[src/rtl/ahblite_slave_mux_n_pkg.sv]
// ahb_lite_pkg: shared AHB-Lite encodings and the default-slave state type.
//   HTRANS_*  : address-phase transfer type encodings
//   HRESP_*   : data-phase response encodings
//   ds_state_e: default-slave FSM states (IDLE, ERR1, ERR2)
package ahb_lite_pkg;

  localparam logic [1:0] HTRANS_IDLE   = 2'b00;
  localparam logic [1:0] HTRANS_BUSY   = 2'b01;
  localparam logic [1:0] HTRANS_NONSEQ = 2'b10;
  localparam logic [1:0] HTRANS_SEQ    = 2'b11;

  localparam logic HRESP_OKAY  = 1'b0;
  localparam logic HRESP_ERROR = 1'b1;

  typedef enum logic [1:0] {
    DS_IDLE = 2'b00,
    DS_ERR1 = 2'b01,
    DS_ERR2 = 2'b10
  } ds_state_e;

endpackage

[src/rtl/ahblite_slave_mux_n_if.sv]
// ahblite_slave_mux_n_if: bus bundle between the address decoder / slaves and
// the data-phase response multiplexer.
//   master modport: the bus side (drives HREADY, HTRANS, HSEL_VEC, per-port
//                   responses and ERR_CLR; observes the muxed response)
//   slave modport : the multiplexer side (the reverse directions)
interface ahblite_slave_mux_n_if #(
  parameter int NPORT = 7,
  parameter int DW    = 32,
  parameter int CW    = 8
);
  logic                HREADY;
  logic [1:0]          HTRANS;
  logic [NPORT-1:0]    HSEL_VEC;
  logic [NPORT-1:0]    P_HREADYOUT;
  logic [NPORT-1:0]    P_HRESP;
  logic [NPORT*DW-1:0] P_HRDATA;
  logic                ERR_CLR;
  logic                HREADYOUT;
  logic                HRESP;
  logic [DW-1:0]       HRDATA;
  logic [CW-1:0]       ERR_CNT;

  modport master (
    output HREADY, HTRANS, HSEL_VEC, P_HREADYOUT, P_HRESP, P_HRDATA, ERR_CLR,
    input  HREADYOUT, HRESP, HRDATA, ERR_CNT
  );

  modport slave (
    input  HREADY, HTRANS, HSEL_VEC, P_HREADYOUT, P_HRESP, P_HRDATA, ERR_CLR,
    output HREADYOUT, HRESP, HRDATA, ERR_CNT
  );
endinterface

[src/rtl/ahblite_slave_mux_n_default_slave.sv]
// ahblite_default_slave: two-cycle AHB ERROR responder plus saturating
// decode-error counter.
//   HCLK, HRESETn : clock, asynchronous active-low reset
//   HREADY        : bus transfer-complete qualifier
//   dec_err       : current address phase selects no slave or several
//   ERR_CLR       : synchronous clear of ERR_CNT
//   active        : FSM owns the data phase (overrides the slave mux)
//   ds_hreadyout  : default-slave HREADYOUT
//   ds_hresp      : default-slave HRESP
//   ERR_CNT       : saturating decode-error count
module ahblite_default_slave
  import ahb_lite_pkg::*;
#(
  parameter int CW = 8
) (
  input  logic          HCLK,
  input  logic          HRESETn,
  input  logic          HREADY,
  input  logic          dec_err,
  input  logic          ERR_CLR,
  output logic          active,
  output logic          ds_hreadyout,
  output logic          ds_hresp,
  output logic [CW-1:0] ERR_CNT
);

  ds_state_e     state_q, state_d;
  logic [CW-1:0] err_cnt_q, err_cnt_d;
  logic          err_inc;

  always_ff @(posedge HCLK or negedge HRESETn) begin
    if (!HRESETn) begin
      state_q   <= DS_IDLE;
      err_cnt_q <= '0;
    end else begin
      state_q   <= state_d;
      err_cnt_q <= err_cnt_d;
    end
  end

  always_comb begin
    state_d = state_q;
    case (state_q)
      DS_IDLE: if (HREADY && dec_err) state_d = DS_ERR1;
      // ERR1 drives HREADYOUT low, so the bus cannot start anything here.
      DS_ERR1: state_d = DS_ERR2;
      // ERR2 completes the error; a new address phase is sampled now.
      DS_ERR2: if (HREADY) state_d = dec_err ? DS_ERR1 : DS_IDLE;
      default: state_d = DS_IDLE;
    endcase
  end

  // Counter steps on every entry into ERR1; a clear in the same cycle
  // still records the new error.
  always_comb begin
    err_inc   = (state_d == DS_ERR1) && (state_q != DS_ERR1);
    err_cnt_d = err_cnt_q;
    if (ERR_CLR)
      err_cnt_d = err_inc ? CW'(1) : '0;
    else if (err_inc && (err_cnt_q != {CW{1'b1}}))
      err_cnt_d = err_cnt_q + CW'(1);
  end

  always_comb begin
    active       = (state_q != DS_IDLE);
    ds_hreadyout = (state_q != DS_ERR1);
    ds_hresp     = active ? HRESP_ERROR : HRESP_OKAY;
  end

  assign ERR_CNT = err_cnt_q;

endmodule

[src/rtl/ahblite_slave_mux_n.sv]
// ahblite_slave_mux_n: AHB-Lite data-phase response multiplexer for NPORT
// slaves with an integrated default slave.
//   HCLK, HRESETn : clock, asynchronous active-low reset
//   bus (slave)   : HREADY/HTRANS/HSEL_VEC address phase in, per-port
//                   P_HREADYOUT/P_HRESP/P_HRDATA in, ERR_CLR in;
//                   muxed HREADYOUT/HRESP/HRDATA and ERR_CNT out
module ahblite_slave_mux_n
  import ahb_lite_pkg::*;
#(
  parameter int NPORT = 7,
  parameter int DW    = 32,
  parameter int CW    = 8
) (
  input  logic                  HCLK,
  input  logic                  HRESETn,
  ahblite_slave_mux_n_if.slave  bus
);

  logic [NPORT-1:0] sel_q, sel_d;
  logic             trans_active;
  logic             onehot;
  logic             dec_err;
  logic             ds_active;
  logic             ds_hreadyout;
  logic             ds_hresp;
  logic             mux_hreadyout;
  logic             mux_hresp;
  logic [DW-1:0]    mux_hrdata;
  logic [DW-1:0]    port_data [NPORT];

  always_comb begin
    trans_active = (bus.HTRANS == HTRANS_NONSEQ) || (bus.HTRANS == HTRANS_SEQ);
    // Exactly one bit set: non-zero and clearing the lowest set bit leaves 0.
    onehot  = (bus.HSEL_VEC != '0) &&
              ((bus.HSEL_VEC & (bus.HSEL_VEC - NPORT'(1))) == '0);
    dec_err = trans_active && !onehot;
    sel_d   = sel_q;
    if (bus.HREADY)
      sel_d = onehot ? bus.HSEL_VEC : '0;
  end

  always_ff @(posedge HCLK or negedge HRESETn) begin
    if (!HRESETn) sel_q <= '0;
    else          sel_q <= sel_d;
  end

  // AND-OR read-data mux; sel_q is one-hot or zero, so at most one term is live.
  for (genvar gi = 0; gi < NPORT; gi++) begin : g_port
    assign port_data[gi] = sel_q[gi] ? bus.P_HRDATA[gi*DW +: DW] : '0;
  end

  always_comb begin
    mux_hrdata = '0;
    for (int i = 0; i < NPORT; i++)
      mux_hrdata = mux_hrdata | port_data[i];
    mux_hreadyout = (sel_q == '0) ? 1'b1 : |(sel_q & bus.P_HREADYOUT);
    mux_hresp     = |(sel_q & bus.P_HRESP);
  end

  ahblite_default_slave #(.CW(CW)) u_default_slave (
    .HCLK         (HCLK),
    .HRESETn      (HRESETn),
    .HREADY       (bus.HREADY),
    .dec_err      (dec_err),
    .ERR_CLR      (bus.ERR_CLR),
    .active       (ds_active),
    .ds_hreadyout (ds_hreadyout),
    .ds_hresp     (ds_hresp),
    .ERR_CNT      (bus.ERR_CNT)
  );

  always_comb begin
    if (ds_active) begin
      bus.HREADYOUT = ds_hreadyout;
      bus.HRESP     = ds_hresp;
      bus.HRDATA    = '0;
    end else begin
      bus.HREADYOUT = mux_hreadyout;
      bus.HRESP     = mux_hresp;
      bus.HRDATA    = mux_hrdata;
    end
  end

endmodule

[src/flat_wrapper.sv]
// flat-port wrapper written by rule: the top's interface ports become plain ports
module ahblite_slave_mux_n_flat import ahb_lite_pkg::*;
#(
  parameter int NPORT = 7,
  parameter int DW    = 32,
  parameter int CW    = 8
)
  (HCLK, HRESETn, bus_HREADY, bus_HTRANS, bus_HSEL_VEC, bus_P_HREADYOUT, bus_P_HRESP, bus_P_HRDATA, bus_ERR_CLR, bus_HREADYOUT, bus_HRESP, bus_HRDATA, bus_ERR_CNT);
  ahblite_slave_mux_n_if #(.NPORT(NPORT), .DW(DW), .CW(CW)) bus_i ();
  input  logic HCLK;
  input  logic HRESETn;
  input wire logic [$bits(bus_i.HREADY)-1:0] bus_HREADY;
  input wire logic [$bits(bus_i.HTRANS)-1:0] bus_HTRANS;
  input wire logic [$bits(bus_i.HSEL_VEC)-1:0] bus_HSEL_VEC;
  input wire logic [$bits(bus_i.P_HREADYOUT)-1:0] bus_P_HREADYOUT;
  input wire logic [$bits(bus_i.P_HRESP)-1:0] bus_P_HRESP;
  input wire logic [$bits(bus_i.P_HRDATA)-1:0] bus_P_HRDATA;
  input wire logic [$bits(bus_i.ERR_CLR)-1:0] bus_ERR_CLR;
  output wire logic [$bits(bus_i.HREADYOUT)-1:0] bus_HREADYOUT;
  output wire logic [$bits(bus_i.HRESP)-1:0] bus_HRESP;
  output wire logic [$bits(bus_i.HRDATA)-1:0] bus_HRDATA;
  output wire logic [$bits(bus_i.ERR_CNT)-1:0] bus_ERR_CNT;
  assign bus_i.HREADY = bus_HREADY;
  assign bus_i.HTRANS = bus_HTRANS;
  assign bus_i.HSEL_VEC = bus_HSEL_VEC;
  assign bus_i.P_HREADYOUT = bus_P_HREADYOUT;
  assign bus_i.P_HRESP = bus_P_HRESP;
  assign bus_i.P_HRDATA = bus_P_HRDATA;
  assign bus_i.ERR_CLR = bus_ERR_CLR;
  assign bus_HREADYOUT = bus_i.HREADYOUT;
  assign bus_HRESP = bus_i.HRESP;
  assign bus_HRDATA = bus_i.HRDATA;
  assign bus_ERR_CNT = bus_i.ERR_CNT;
  ahblite_slave_mux_n #(.NPORT(NPORT), .DW(DW), .CW(CW)) u_core (.HCLK(HCLK), .HRESETn(HRESETn), .bus(bus_i));
endmodule
[config.mk]
export PLATFORM = sky130hd
export DESIGN_NAME = ahblite_slave_mux_n_flat
export DESIGN_NICKNAME = d
export VERILOG_FILES = /design/src/rtl/ahblite_slave_mux_n_pkg.sv /design/src/rtl/ahblite_slave_mux_n_if.sv /design/src/rtl/ahblite_slave_mux_n_default_slave.sv /design/src/rtl/ahblite_slave_mux_n.sv /design/src/flat_wrapper.sv
export SDC_FILE = /design/constraint.sdc
export NUM_CORES = 1
export LEC_CHECK = 0
export CAP_MARGIN = 30
export CORE_AREA = 2 2 114 116
export DETAILED_ROUTE_END_ITERATION = 10
export DIE_AREA = 0 0 116 118
export MAX_ROUTING_LAYER = met4
export PLACE_DENSITY = 0.59
export SKIP_LAST_GASP = 1
export SLEW_MARGIN = 20
export SYNTH_ARGS = -nofsm -noshare
export SYNTH_HDL_FRONTEND = slang
export SYNTH_SLANG_ARGS = --single-unit
[constraint.sdc]
create_clock -name HCLK -period 2.1 [get_ports HCLK]
set_clock_uncertainty 0.15 [all_clocks]
set_input_delay 0.21 -clock HCLK [delete_from_list [all_inputs] [get_ports HCLK]]
set_output_delay 0.21 -clock HCLK [all_outputs]
set_load 0.03 [all_outputs]
==> results.py <==
metrics = {
    "worst_setup_path": {
        "critical-path-max-stage-delay_ns": 0.42,
        "startpoint": "u_core.u_default_slave.state_q[0]$_DFF_PN0_",
        "timing.setup.critical_path_class": "register to output port",
        "crit_buf_inv": 2,
        "worstSetupEndpointType": "output port",
        "critical-path-top-delay-family": "flip-flops",
        "reg_to_reg_critical_path_startpoint": "u_core.u_default_slave.ERR_CNT[1]$_DFFE_PN0P_",
        "cp.required_ns": 1.74,
        "slowest_stage": "dfrtp_1",
        "cp-start-kind": "register",
        "arrival_ns": 1.70,
        "path_cells": "or2_2, buf_12, a31oi_1, buf_4",
        "crit_fanout": 30,
    },
    "clock_tree": {
        "clockBufferDepth": 2,
        "clk_transition_reported_paths_ns": 0.06,
        "cts_sinks": 17,
        "cts_htree_levels": 1,
        "cts_tree": "done",
        "insertion_delay_ns": 0.25,
        "tritoncts.num_buffers": 3,
        "cts.root.buffer_cell": "clkbuf_16",
    },
    "logic_synthesis": {
        "syn-num-nets": 525,
        "synth-compound-area-share": 0.585,
        "synth.yosys.seq_area_share": 0.199,
        "synth_top_family_by_area": "compound AO/OA/AOI/OAI gates",
        "synth_largest_area_cell": "a22oi_1",
        "synth_xor_area_frac": 0.00819,
        "postSynthAreaPerCell_um2": 7.83,
        "yosys-top-cells-area": "a22oi_1, dfrtp_1, a222oi_1, a31oi_1, clkbuf_1",
        "synth_ff_type": "dfrtp_1",
        "synth_seq_cells": 17,
        "synth_top_cell_area_share": 0.235,
        "post_synthesis_instance_total": 273,
        "synth_edf_count": 0,
        "synth.cell_area_um2": 2140,
        "synth-adder-area-share": 0.00585,
        "yosys-mux-area-fraction": 0.00527,
        "synth.lib_cells_used.distinct": 39,
        "synth.yosys.warnings": 0,
        "postSynth.asyncResetShare": 1.00,
        "synthSimpleGateAreaFrac": 0.108,
    },
    "sta": {
        "setup_viol": 0,
        "totalNegativeSetupSlack_ns": 0,
        "slew_at_the_pin_closest_to_its_max_slew_limit_ns": 0.456,
        "hold_violations": 0,
        "setup_ws_ns": 0.0356,
        "rsz0062_at_grt": "true",
        "fin_crit_ns": 2.06,
        "max_freq_mhz": 484,
        "period_share": 0.983,
        "timing_max_transition_violations_final": 0,
        "slew_headroom": 0.696,
    },
    "layout": {
        "final_common_cell": "clkdlybuf4s50_1",
        "syn_to_final_growth_pct": 164,
        "final_cells": 756,
        "share_of_cells_above_drive_strength_1": 0.169,
        "finish.net_count": 826,
        "fin_util": 0.455,
        "mostFrequentLayoutCells": "clkdlybuf4s50_1, buf_4, a22oi_1, a222oi_1, a31oi_1",
        "layout.filler_cells": 1240,
    },
    "global_route": {
        "global_route.overflow_total": 0,
        "initial_antenna_violation_count": 10,
        "grt_max_degree": 31,
        "grt.total_usage": 0.239,
        "first_global_vias": 3822,
        "global_route_wire_length_before_repair_mm": 24.1,
    },
    "place": {
        "detailed_place_hpwl_mm": 14.1,
        "place.detailed.instances": 735,
        "gp_congestion": 0.928,
        "buffer_ports.inserted": 291,
        "post-place-ws_ns": -0.330,
    },
    "pwr": {
        "total_leakage_power_nw": 2.02,
        "share_of_total_power_consumed_by_net_switching": 0.266,
        "power.share.sequential": 0.227,
        "combPwrFrac": 0.518,
        "worst_ir_drop_vdd_mv": 0.323,
        "internal-power_mw": 1.11,
        "p_per_area_nw_per_um2": 268,
        "p_switching_uw": 403,
        "share_clk_of_total_power": 0.255,
    },
    "die": {
        "chipWidth_um": 116,
        "die_area_um2": 13700,
        "core_um2": 12400,
        "rows": 41,
        "die_span_in_y_um": 118,
        "floorplan.initialDensity": 0.172,
        "top_level_ports": 293,
    },
    "detailed_routing": {
        "routed_wire_length_per_instance_um": 23.1,
        "remaining_drc_errors": 0,
        "antenna_left": 0,
        "detailedRoute.firstIterationViolations": 509,
        "finalWirelength_mm": 17.5,
        "viasPerCell": 5.25,
        "num_vias": 3970,
        "drt-pass1-iter-count": 8,
    },
    "min_path": {
        "path_class_of_the_lowest_slack_min_delay_path": "primary input to asynchronous set/reset pin",
    },
    "run_status": {
        "outcome": "completed",
    },
    "run": {
        "max-cap-violations": 0,
    },
}
==> path summary, 6_finish.rpt <==
kind,end,cells past startpoint,slack (ns)
max in group asynchronous,u_core.sel_q[1]$_DFFE_PN0P_,2,1.46
setup / recovery,bus_HRDATA[8],4,0.04
hold reg to reg,u_core.u_default_slave.state_q[1]$_DFF_PN0_,1,0.41
setup reg to reg,u_core.u_default_slave.ERR_CNT[4]$_DFFE_PN0P_,6,0.21
hold / removal,u_core.u_default_slave.ERR_CNT[3]$_DFFE_PN0P_,2,0.13
min in group HCLK,u_core.sel_q[5]$_DFFE_PN0P_,3,0.23
==> cell type report <==
type	count	area (um^2)	share of cell area
antenna	11	27.5	0.00487
clock buffer	3	75.1	0.0133
clock inverter	1	5.00	0.000886
inverter	14	52.6	0.00930
multi-input combinational	207	1620	0.287
sequential	17	428	0.0757
tap	172	215	0.0381
timing repair buffer	331	3220	0.571
==> registers in the layout (all words and copies together), names as in the netlist <==
signal,flops
u_core.sel_q,7
u_core.u_default_slave.state_q,2
u_core.u_default_slave.ERR_CNT,8
==> metrics by stage <==
| stage | hold WS [ns] | power, mW | cell area, um^2 |
|---|---|---|---|
| floorplan | -0.236 | 0.492 | 2140 |
| global placement | 0.384 | 1.10 | 5390 |
| detailed placement | 0.396 | 1.11 | 5390 |
| CTS | 0.143 | 1.50 | 5480 |
| global route | 0.168 | 1.57 | 5650 |
| finish | 0.133 | 1.51 | 5650 |
==> cell usage after synthesis (2+ instances only) <==
library cell and count:
o21ai_1 5, nor4_1 2, a31oi_1 32, dfrtp_1 17
nand3_1 11, clkbuf_1 32, o32ai_1 4, a222oi_1 33
or4_1 4, o21ai_0 2, nand4_1 2, nand3b_1 2
nor4b_1 3, buf_1 3, o21bai_1 2, nor2_1 6
inv_1 12, and3_1 2, xor2_1 2, nand2_1 2
o31ai_1 5, a21oi_1 7, a22oi_1 67
==> layer usage <==
layer,vias up,global-route usage,routed length (um)
li1,1816,-,-
met2,226,0.385,8360
met1,1914,0.293,6880
met5,-,-,0
met4,0,0.0350,215
met3,14,0.0850,2010
==> cell families (layout without fill, tap and decap cells) <==
kind of cell | Yosys count | after routing
AND/OR/NAND/NOR | 39 | 39
flip-flops | 17 | 17
XOR/XNOR | 2 | 2
adder cells (fa/ha/maj) | 1 | 1
AO/OA/AOI/OAI | 163 | 164
other | 0 | 11
multiplexers | 1 | 1
buffers and inverters | 50 | 349
==> power by group through the flow <==
| stage | registers [mW] | logic, mW | clock network, mW |
|---|---|---|---|
| 3_5_place_dp | 0.348 | 0.760 | 0 |
| 5_1_grt | 0.344 | 0.824 | 0.398 |
| 2_1_floorplan | 0.354 | 0.139 | 0 |
| 6_report | 0.343 | 0.784 | 0.386 |
| 4_1_cts | 0.343 | 0.767 | 0.386 |
| 3_3_place_gp | 0.348 | 0.753 | 0 |
==> worst register-to-register path, delay by kind of cell (launching register included) <==
| family | cells | cell delay, ns |
|---|---|---|
| fa+ha+maj | 1 | 0.27 |
| simple gates | 3 | 0.61 |
| buf+inv | 1 | 0.17 |
| compound gates | 1 | 0.15 |
| flops | 1 | 0.45 |
==> repair_timing <==
item / CTS / global route
hold buffers: 0 / 0
pin swaps: 0 / 8
buffers inserted: 0 / 5
resized for setup: 2 / 19
cloned: 0 / 1
endpoints found under the setup margin: 8 / 15
Power figures use the tool's default switching activity.
